$ cat src/rtl/ballot_controller.sv
`default_nettype none
// ============================================================================
// Module   : ballot_controller
// Purpose  : One-voter-at-a-time ballot sequencer with saturating tallies,
//            post-vote lockout and an optional ARMED timeout
//            (enabled by defining VOTE_TIMEOUT_EN).
// Revision : 1.0 - initial release
// ============================================================================
module ballot_controller #(
    parameter int LOCKOUT_CYCLES = 4,
    parameter int TIMEOUT_CYCLES = 1000,
    parameter int MAX_VOTES      = 99
) (
    input  logic       clock,
    input  logic       reset,
    input  logic       mode,
    input  logic       arm,
    input  logic       candidate1_button,
    input  logic       candidate2_button,
    input  logic       candidate3_button,
    output logic       valid_vote_casted,
    output logic [1:0] cast_id,
    output logic [6:0] candidate1_vote,
    output logic [6:0] candidate2_vote,
    output logic [6:0] candidate3_vote,
    output logic       reject,
    output logic       timeout,
    output logic       overflow,
    output logic [1:0] state
);

    localparam logic [1:0] c_IDLE      = 2'd0;
    localparam logic [1:0] c_ARMED     = 2'd1;
    localparam logic [1:0] c_LOCKOUT   = 2'd2;
    localparam logic [7:0] c_LOCK_LOAD = 8'(LOCKOUT_CYCLES - 1);
    localparam logic [6:0] c_MAX       = 7'(MAX_VOTES);

    // Elaboration-time parameter range guards
    if (LOCKOUT_CYCLES < 1 || LOCKOUT_CYCLES > 255) begin : g_bad_lockout
        $error("ballot_controller: LOCKOUT_CYCLES must be 1..255");
    end
    if (TIMEOUT_CYCLES < 1 || TIMEOUT_CYCLES > 65535) begin : g_bad_timeout
        $error("ballot_controller: TIMEOUT_CYCLES must be 1..65535");
    end
    if (MAX_VOTES < 1 || MAX_VOTES > 99) begin : g_bad_max
        $error("ballot_controller: MAX_VOTES must be 1..99");
    end

    logic [1:0] r_state;
    logic [1:0] w_state_next;
    logic [2:0] w_btn;
    logic [2:0] r_btn;
    logic [2:0] r_prev;
    logic [2:0] w_rise;
    logic       w_any_rise;
    logic       w_clean;
    logic [7:0] r_lock_cnt;
    logic [7:0] w_lock_next;
    logic [2:0] w_accept;
    logic [2:0] w_at_max;
    logic       w_reject;
    logic       w_expire;
    logic       w_tmo_done;
    logic       r_valid;
    logic       r_reject;
    logic       r_timeout;
    logic       r_overflow;
    logic [1:0] r_cast_id;
    logic [6:0] r_tally [3];

    // Buttons are registered once, then again into prev; the rise is judged
    // one cycle after the level is first sampled.
    assign w_btn      = {candidate3_button, candidate2_button, candidate1_button};
    assign w_rise     = r_btn & ~r_prev;
    assign w_any_rise = |w_rise;
    assign w_clean    = w_any_rise && ((w_rise & (w_rise - 3'd1)) == 3'd0)
                        && (r_btn == w_rise);

    always_ff @(posedge clock) begin
        if (reset) begin
            r_btn  <= 3'b111;
            r_prev <= 3'b111;
        end else begin
            r_btn  <= w_btn;
            r_prev <= r_btn;
        end
    end

`ifdef VOTE_TIMEOUT_EN
    localparam logic [15:0] c_TMO_LAST = 16'(TIMEOUT_CYCLES - 1);
    logic [15:0] r_tmo_cnt;

    always_ff @(posedge clock) begin
        if (reset || r_state != c_ARMED || w_state_next != c_ARMED) begin
            r_tmo_cnt <= '0;
        end else begin
            r_tmo_cnt <= r_tmo_cnt + 16'd1;
        end
    end

    assign w_tmo_done = (r_state == c_ARMED) && (r_tmo_cnt == c_TMO_LAST);
`else
    assign w_tmo_done = 1'b0;
`endif

    always_comb begin
        w_state_next = r_state;
        w_lock_next  = r_lock_cnt;
        w_accept     = 3'b000;
        w_reject     = 1'b0;
        w_expire     = 1'b0;
        if (mode) begin
            w_state_next = c_IDLE;
            w_lock_next  = '0;
        end else begin
            case (r_state)
                c_IDLE: begin
                    if (arm) begin
                        w_state_next = c_ARMED;
                    end
                end
                c_ARMED: begin
                    if (w_clean) begin
                        w_accept     = w_rise;
                        w_state_next = c_LOCKOUT;
                        w_lock_next  = c_LOCK_LOAD;
                    end else begin
                        w_reject = w_any_rise;
                        if (w_tmo_done) begin
                            w_expire     = 1'b1;
                            w_state_next = c_IDLE;
                        end
                    end
                end
                c_LOCKOUT: begin
                    if (r_lock_cnt == 8'd0) begin
                        w_state_next = c_IDLE;
                    end else begin
                        w_lock_next = r_lock_cnt - 8'd1;
                    end
                end
                default: begin
                    w_state_next = c_IDLE;
                end
            endcase
        end
    end

    always_ff @(posedge clock) begin
        if (reset) begin
            r_state    <= c_IDLE;
            r_lock_cnt <= '0;
            r_valid    <= 1'b0;
            r_reject   <= 1'b0;
            r_timeout  <= 1'b0;
        end else begin
            r_state    <= w_state_next;
            r_lock_cnt <= w_lock_next;
            r_valid    <= |w_accept;
            r_reject   <= w_reject;
            r_timeout  <= w_expire;
        end
    end

    always_comb begin
        w_at_max = 3'b000;
        for (int i = 0; i < 3; i++) begin
            w_at_max[i] = (r_tally[i] == c_MAX);
        end
    end

    always_ff @(posedge clock) begin
        if (reset) begin
            for (int i = 0; i < 3; i++) begin
                r_tally[i] <= '0;
            end
            r_overflow <= 1'b0;
            r_cast_id  <= 2'd0;
        end else begin
            for (int i = 0; i < 3; i++) begin
                if (w_accept[i] && !w_at_max[i]) begin
                    r_tally[i] <= r_tally[i] + 7'd1;
                end
            end
            if (|(w_accept & w_at_max)) begin
                r_overflow <= 1'b1;
            end
            // One-hot accept bit 0/1/2 encodes to candidate id 1/2/3
            if (|w_accept) begin
                r_cast_id <= {w_accept[2] | w_accept[1], w_accept[2] | w_accept[0]};
            end
        end
    end

    assign valid_vote_casted = r_valid;
    assign reject            = r_reject;
    assign timeout           = r_timeout;
    assign overflow          = r_overflow;
    assign cast_id           = r_cast_id;
    assign state             = r_state;
    assign candidate1_vote   = r_tally[0];
    assign candidate2_vote   = r_tally[1];
    assign candidate3_vote   = r_tally[2];

endmodule
`default_nettype wire

$ cat config.mk
export PLATFORM = sky130hd
export DESIGN_NAME = ballot_controller
export DESIGN_NICKNAME = d
export VERILOG_FILES = /design/src/rtl/ballot_controller.sv
export SDC_FILE = /design/constraint.sdc
export NUM_CORES = 1
export LEC_CHECK = 0
export CAP_MARGIN = 20
export CORE_AREA = 2 2 132 70
export CTS_CLUSTER_DIAMETER = 100
export DETAILED_ROUTE_END_ITERATION = 10
export DIE_AREA = 0 0 134 72
export SLEW_MARGIN = 20
export SYNTH_ARGS = -nofsm -noshare
export SYNTH_HDL_FRONTEND = slang
export SYNTH_SLANG_ARGS = --single-unit
$ cat constraint.sdc
create_clock -name clock -period 4.3 [get_ports clock]
set_input_delay 1.075 -clock clock [delete_from_list [all_inputs] [get_ports clock]]
set_output_delay 1.075 -clock clock [all_outputs]
set_load 0.02 [all_outputs]
==> flow_summary.yaml, run 1 <==
outcome:
  outcome: "completed"
floorplan:
  die_h_um: 72
  die_w_um: 134
  start_util: 0.2546
  ioPinCount: 36
  row_count: 24
  die-area_um2: 9648
  core_um2: 8438
global_routing:
  grt_pass1_wl_um: 7403
  grt_antenna_before_repair: 0
  grt-ovfl-total: 0
  grt_usage: 0.09959
  grt_pass1_vias: 1445
  grt_max_degree: 22
synthesis:
  synth_seq_cells: 42
  ys_top_cells_by_count: "dfxtp_1, edfxtp_1, nor2_2"
  yosys.area.top_type_share: 0.2935
  ys.flop_type: "edfxtp_1"
  synth_area_um2: 2148
  synth_area_leaders: "edfxtp_1, dfxtp_1, xnor2_1"
  synthArstFlopShare: 0
  synth_edf_count: 21
  synth_largest_area_cell: "edfxtp_1"
  syn-num-nets: 212
  seq_area_frac_synth: 0.4892
  synth_warnings: 0
  synth_cells: 200
  ys_types: 46
  syn_area_per_cell_um2: 10.74
placed_design:
  gp_congestion: 0.7701
  io_buffer_count: 34
  dp_hpwl_um: 3487
  pre_cts_ws_ns: 1.120
cells_and_area:
  layout.nets: 248
  syn2layout_area_growth_pct: 28.42
  drive_gt1_frac: 0.2110
  diodes: 0
  final_util: 0.3270
routing:
  ant_nets: 0
  met2WireLength_um: 1700
  via_per_inst: 4.308
  route.vias.total: 1525
  routedWlPerCell_um: 12.67
  drtIter0Drc: 72
  drt-pass1-iter-count: 4
  wirelength_um: 4486
  top_layer: "met4"
  drt-met1-wl_um: 2544
  wl_met3_um: 204
  drc: 0
sta:
  hold_violations: 0
  min_period_ns: 2.876
  finalSetupViolCount: 0
  fin_crit_sh: 0.6688
  hold-worst-slack_ns: 0.5452
  worstMarginPinSlew_ns: 0.7182
  worst_slack_ns: 1.424
  relSlewSlack: 0.5144
  fmax_mhz: 347.7
  fin_skew_ns: 0.008529
  slew_violations: 0
  rsz0062_at_grt: "no"
  tns_ns: 0
setup_path:
  critical_path.cell_chain: "clkdlybuf4s50_1, or2_2, a311oi_4, o31ai_4, buf_4, nor2_1"
  crit_buf_inv: 2
  start_kind: "input pin"
  cp-end-kind: "flop"
  cp_top_family: "buffers and inverters"
  critPathArrivalTime_ns: 3.02
  critical-path-max-stage-delay_ns: 0.62
  path_max_fanout: 21
  required_ns: 4.44
  crit_slowest_cell: "clkdlybuf4s50_1"
  critPathKind: "input pin to flop"
power_and_ir_drop:
  power_density_nw_per_um2: 321.2
  finalPower_mw: 0.8861
  ir_worst_vdd_mv: 0.1340
  leakage_nw: 0.9040
clocking:
  cts_inserted_buffers: 5
  cts.htree.levels: 2
  post_cts_resized: 0
  path_clk_slew_ns: 0.07
  cts_root_buf: "clkbuf_16"
  clk_latency_ns: 0.29
  cts.sinks: 42
  hold_buffers: 0
  cts_tree: "yes"
  clockBufferDepth: 2
  cts_setup_buffers: 0
worst_hold_path:
  hold_path_class: "flop to flop"
run:
  drv_cap: 0
## logic make-up after synthesis
logic type	Yosys count	synth area share
mux	1	0.004659
other cells	1	0.001746
simple gates	93	0.2650
xor+xnor	20	0.08154
buf+inv	13	0.03145
flops	42	0.4892
compound gates	25	0.09726
fa+ha+maj	5	0.02912
## power by group
group          internal (mW)  switching (mW)
Sequential             0.430          0.0139
Combinational         0.0302          0.0325
Clock                  0.218           0.162
## tightest hold or removal path, delay by kind of cell (launching register included)
family	cells	cell delay, ns
DFF	1	0.34
buffers and inverters	1	0.10
AOI/OAI and AO/OA	1	0.07
## worst paths after layout
kind | start | to | slack [ns] | cells past startpoint
max | reset | r_tally[0][6] | 1.42 | 6
min | r_lock_cnt[0] | r_lock_cnt[0] | 0.55 | 2
max reg2reg | r_tally[0][0] | r_tally[0][6] | 2.07 | 6
min reg2reg | r_lock_cnt[0] | r_lock_cnt[0] | 0.55 | 2
## placed cells by master (no fill, tap or decap), types with 6 or more instances in the layout
master / n
nand2_1: 7
clkdlybuf4s50_1: 34
xnor2_1: 14
nand3_1: 8
edfxtp_1: 21
inv_1: 7
dfxtp_1: 21
or2_2: 9
nor2_1: 17
nor2_2: 18
xor2_1: 6
## per-stage QoR
step           std cells  cell area (um^2)
2_1_floorplan        200              2148
3_5_place_dp         346              2610
6_report             354              2759
4_1_cts              354              2759
3_3_place_gp         346              2610
5_1_grt              354              2759
## flip-flops by register name, summed over array words and instances (netlist names)
| signal | count |
|---|---|
| cast_id | 2 |
| overflow | 1 |
| r_lock_cnt | 8 |
| r_btn | 3 |
| r_tally | 21 |
| reject | 1 |
| state | 2 |
| r_prev | 3 |
| valid_vote_casted | 1 |
## layer usage
| metal | GRT usage | vias up |
|---|---|---|
| li1 | - | 787 |
| met1 | 0.1528 | 710 |
| met2 | 0.1288 | 23 |
| met3 | 0.03354 | 5 |
| met4 | 0.02837 | 0 |
| met5 | 0 | - |
## area by class of cell
type / instances / area (um^2)
inverters: 7 / 26.28
clock buffers: 5 / 125.1
clock inverters: 3 / 23.77
fillers: 854 / 5679
flip-flops and latches: 42 / 1051
well taps: 117 / 146.4
multi-input cells: 145 / 1039
repair buffers: 35 / 347.8
Note: power is estimated with default switching activity, not from simulation.
==> inputs of run 2 (changes only) <==
==> constraint.sdc (replaced) <==
create_clock -name clock -period 2.7 [get_ports clock]
set_input_delay 0.675 -clock clock [delete_from_list [all_inputs] [get_ports clock]]
set_output_delay 0.675 -clock clock [all_outputs]
set_load 0.02 [all_outputs]
==> run 2 against run 1 <==
Against the previous run:
- sequential share of layout area decreased by 0.88 points
- via count increased by 2.0%
- global-route usage increased by 0.50 points
- final cell count increased by 0.85%
- sequential cell count unchanged
- largest cell class unchanged
- highest routed layer unchanged
==> flow_summary.yaml, run 2 (synthesis results as in run 1) <==
outcome:
  outcome: "completed"
floorplan:
  die_w_um: 134
  die_h_um: 72
  start_util: 0.2546
  die-area_um2: 9648
  ioPinCount: 36
  row_count: 24
  core_um2: 8438
sta:
  slew_violations: 0
  worst_slack_ns: 0.5610
  min_period_ns: 2.139
  tns_ns: 0
  finalSetupViolCount: 0
  fin_skew_ns: 0.008056
  relSlewSlack: 0.6326
  hold_violations: 0
  rsz0062_at_grt: "no"
  worstMarginPinSlew_ns: 0.5461
  fin_crit_sh: 0.7922
  fmax_mhz: 467.5
global_routing:
  use_met3: 0.03005
  grt_pass1_wl_um: 7803
  grt_pass1_vias: 1521
  use_met2: 0.1356
  busiest_layer: "met1"
  grt_usage: 0.1046
  grt-ovfl-total: 0
  grtUsageMet1: 0.1612
  grt_max_degree: 22
  grt_antenna_before_repair: 0
clocking:
  clk_latency_ns: 0.29
  cts_tree: "yes"
  cts_setup_buffers: 0
  cts.sinks: 42
  cts_root_buf: "clkbuf_16"
  post_cts_resized: 0
  clockBufferDepth: 2
  cts_inserted_buffers: 5
  hold_buffers: 0
  cts.htree.levels: 2
  path_clk_slew_ns: 0.06
cells_and_area:
  fill_cells: 834
  final_common_cell: "clkdlybuf4s50_1"
  final_cell_mix: "clkdlybuf4s50_1, dfxtp_1, edfxtp_1, nor2_2, nor2_1"
  reg_top3: "r_tally (21), r_lock_cnt (8)"
  top_register: "r_tally"
  diodes: 0
  layout.nets: 251
  drive_gt1_frac: 0.2167
  syn2layout_area_growth_pct: 31.45
  largest_reg_flops: 21
placed_design:
  io_buffer_count: 34
  pre_cts_ws_ns: 0.2707
  gp_congestion: 0.7690
  dp_hpwl_um: 3512
setup_path:
  critPathKind: "input pin to flop"
  path_max_fanout: 21
  cp-end-kind: "flop"
  required_ns: 2.85
  start_kind: "input pin"
  critPathArrivalTime_ns: 2.28
power_and_ir_drop:
  ir_worst_vdd_mv: 0.2435
  power_density_nw_per_um2: 535.0
  leakage_nw: 0.9393
routing:
  drc: 0
  via_per_inst: 4.356
  wirelength_um: 4545
  drt-pass1-iter-count: 4
  route.vias.total: 1555
  routedWlPerCell_um: 12.73
  drtIter0Drc: 85
  ant_nets: 0
run:
  drv_cap: 0
worst_hold_path:
  hold_path_class: "flop to flop"
-- run 2: cell count changes in the layout (fill, tap and decap cells not counted) --
cell / before / now
inv_4: 1 / 0
clkinv_4: 1 / 0
inv_6: 1 / 0
buf_4: 1 / 3
buf_12: 0 / 1
clkinv_1: 0 / 1
clkbuf_16: 5 / 7
-- run 2: critical path, cell delays in order --
cell and delay, ns:
clkdlybuf4s50_1 0.45, or2_2 0.37, a311oi_4 0.34, o31ai_4 0.13, buf_12 0.19, nor2_1 0.11
-- run 2: final timing paths --
kind | cells past startpoint | endpoint | startpoint | slack [ns]
setup / recovery | 6 | r_tally[0][6] | reset | 0.56
hold / removal | 2 | cast_id[0] | cast_id[0] | 0.54
setup reg to reg | 6 | r_tally[0][6] | r_tally[0][0] | 0.58
hold reg to reg | 2 | cast_id[0] | cast_id[0] | 0.54
-- run 2: layer usage --
layer / vias up / share of wire
li1: 793 / -
met1: 728 / 0.56
met2: 26 / 0.38
met3: 8 / 0.039
met4: 0 / 0.013
met5: - / 0
-- run 2: where the power goes --
part | switching (mW) | leakage, nW | internal [mW]
logic | 0.0527 | 0.464 | 0.0497
registers | 0.0220 | 0.388 | 0.684
clock network | 0.250 | 0.0878 | 0.452
total | 0.325 | 0.939 | 1.19
-- run 2: cell type report --
cell class              count  area [um^2]  area share
well taps                 117        146.4     0.05184
inverters                   7        26.28    0.009304
repair buffers             38        382.9      0.1356
multi-input cells         145         1039      0.3677
clock inverters             1        3.754    0.001329
clock buffers               7        175.2     0.06203
flip-flops and latches     42         1051      0.3722
-- run 2: through the flow --
step                      cells  utilization  power [mW]  hold WS, ns  instance area (um^2)
after floorplan             200            -      0.7751       0.4933                  2148
after global placement      349       0.3135      0.8222       0.5263                  2645
after detailed placement    349       0.3135      0.8238       0.5286                  2645
after CTS                   357       0.3347       1.527       0.5476                  2824
after global routing        357       0.3347       1.573       0.5687                  2824
final                       357       0.3347       1.511       0.5431                  2824
==> inputs of run 3 (changes only) <==
==> constraint.sdc (replaced) <==
create_clock -name clock -period 1.9 [get_ports clock]
set_input_delay 0.475 -clock clock [delete_from_list [all_inputs] [get_ports clock]]
set_output_delay 0.475 -clock clock [all_outputs]
set_load 0.02 [all_outputs]
==> run 3 against run 2 <==
Against the previous run:
- die area stayed put
- design area is 11% higher
- largest cell class is now multi-input combinational cells
- global-route usage is 0.43 points higher
- highest routed layer unchanged
- clock power is 33% higher
==> flow_summary.yaml, run 3 (synthesis results as in run 1) <==
outcome:
  outcome: "completed"
cells_and_area:
  drive_gt1_frac: 0.3456
  fill_cells: 841
  layout.nets: 283
  syn2layout_area_growth_pct: 46.24
  final_cell_mix: "buf_4, clkdlybuf4s50_1, edfxtp_1, dfxtp_1, nor2_2"
  final_common_cell: "buf_4"
  largest_reg_flops: 21
  diodes: 0
  seq_area_um2: 1054
  multi_input_area_um2: 1084
  reg_top3: "r_tally (21), r_lock_cnt (8)"
  top_register: "r_tally"
clocking:
  cts.htree.levels: 2
  path_clk_slew_ns: 0.06
  cts_tree: "yes"
  cts_inserted_buffers: 5
  hold_buffers: 0
  clk_latency_ns: 0.28
  clockBufferDepth: 2
  cts_setup_buffers: 0
  cts_root_buf: "clkbuf_16"
  cts.sinks: 42
global_routing:
  grt_pass1_vias: 1557
  grt_usage: 0.1089
  grt_pass1_wl_um: 8079
  grtUsageMet1: 0.1716
  use_met3: 0.03075
  busiest_layer: "met1"
  use_met2: 0.1373
  grt_antenna_before_repair: 0
  grt_max_degree: 15
  grt-ovfl-total: 0
placed_design:
  dp_hpwl_um: 3955
  io_buffer_count: 34
  gp_congestion: 0.7722
  pre_cts_ws_ns: -0.2969
routing:
  drt-pass1-iter-count: 4
  drtIter0Drc: 58
  route.vias.total: 1652
  via_per_inst: 4.247
  routedWlPerCell_um: 12.72
  ant_nets: 0
  drc: 0
  wirelength_um: 4947
power_and_ir_drop:
  combPwrFrac: 0.090
  switching_power_mw: 0.4471
  netSwitchingFraction: 0.2110
  power_density_nw_per_um2: 674.5
  clock_power_share: 0.441
  p_int_mw: 1.672
  ir_worst_vdd_mv: 0.3317
  seqPwrFrac: 0.470
  leakage_nw: 1.219
sta:
  slew_violations: 0
  fin_skew_ns: 0.007018
  rsz0062_at_grt: "yes"
  fmax_mhz: 534.3
  worst_slack_ns: 0.02840
  min_period_ns: 1.872
  fin_crit_sh: 0.9851
  finalSetupViolCount: 0
  hold-worst-slack_ns: 0.5122
  tns_ns: 0
  hold_violations: 0
floorplan:
  die_h_um: 72
  ioPinCount: 36
  start_util: 0.2546
  die_w_um: 134
  row_count: 24
  die-area_um2: 9648
  core_um2: 8438
run:
  drv_cap: 0
worst_hold_path:
  hold_path_class: "flop to flop"
setup_path:
  critical_path.cell_chain: "nor4b_2, buf_4, a31oi_1, o31ai_4, buf_12, nor2_2"
  path_max_fanout: 14
  critPathKind: "flop to flop"
  cp-end-kind: "flop"
  start_kind: "flop"
  critPathArrivalTime_ns: 1.91
  critical-path-max-stage-delay_ns: 0.42
  required_ns: 1.94
  crit_slowest_cell: "edfxtp_1"
-- run 3: final cells by class --
cell class / instances / share of cell area
Multi-Input combinational cell: 145 / 0.3449
Sequential cell: 42 / 0.3353
Inverter: 7 / 0.008363
Timing Repair Buffer: 70 / 0.2115
Clock buffer: 8 / 0.05337
Tap cell: 117 / 0.04659
-- run 3: routing by layer --
layer  part of all wire  routed length (um)
met5                  0                   0
met1               0.58                2846
met4              0.011                  56
met2               0.36                1792
met3              0.051                 252
-- run 3: worst paths after layout --
kind / end / cells after the start / from / slack [ns]
min reg2reg: r_prev[2] / 1 / r_btn[2] / 0.51
min: r_prev[2] / 1 / r_btn[2] / 0.51
max: r_tally[0][19] / 6 / r_tally[0][17] / 0.03
max reg2reg: r_tally[0][19] / 6 / r_tally[0][17] / 0.03
-- run 3: metrics by stage --
stage / std cells / total power [mW] / util / cell area [um^2]
2_1_floorplan: 200 / 1.102 / - / 2155
3_5_place_dp: 381 / 1.205 / 0.3456 / 2917
6_report: 389 / 2.119 / 0.3723 / 3142
5_1_grt: 389 / 2.200 / 0.3723 / 3142
4_1_cts: 389 / 2.148 / 0.3674 / 3100
3_3_place_gp: 381 / 1.203 / 0.3456 / 2917
-- run 3: worst max-delay path, delay by kind of cell, from the launching register on --
| family | cells | cell delay (ns) |
|---|---|---|
| compound gates | 2 | 0.50 |
| buf+inv | 2 | 0.36 |
| flops | 1 | 0.42 |
| simple gates | 2 | 0.35 |
-- run 3: power groups by stage --
stage	combinational, mW	clock [mW]	sequential, mW
CTS	0.192	0.961	0.995
global placement	0.191	0	1.01
finish	0.190	0.934	0.996
detailed placement	0.192	0	1.01
floorplan	0.0650	0	1.04
global route	0.205	0.996	0.999
-- run 3: what timing repair did --
action                                  4_1_cts  5_1_grt
endpoints found under the setup margin       22       37
pin swaps                                     1        1
gates cloned                                  0        0
gates resized for setup                       7       14
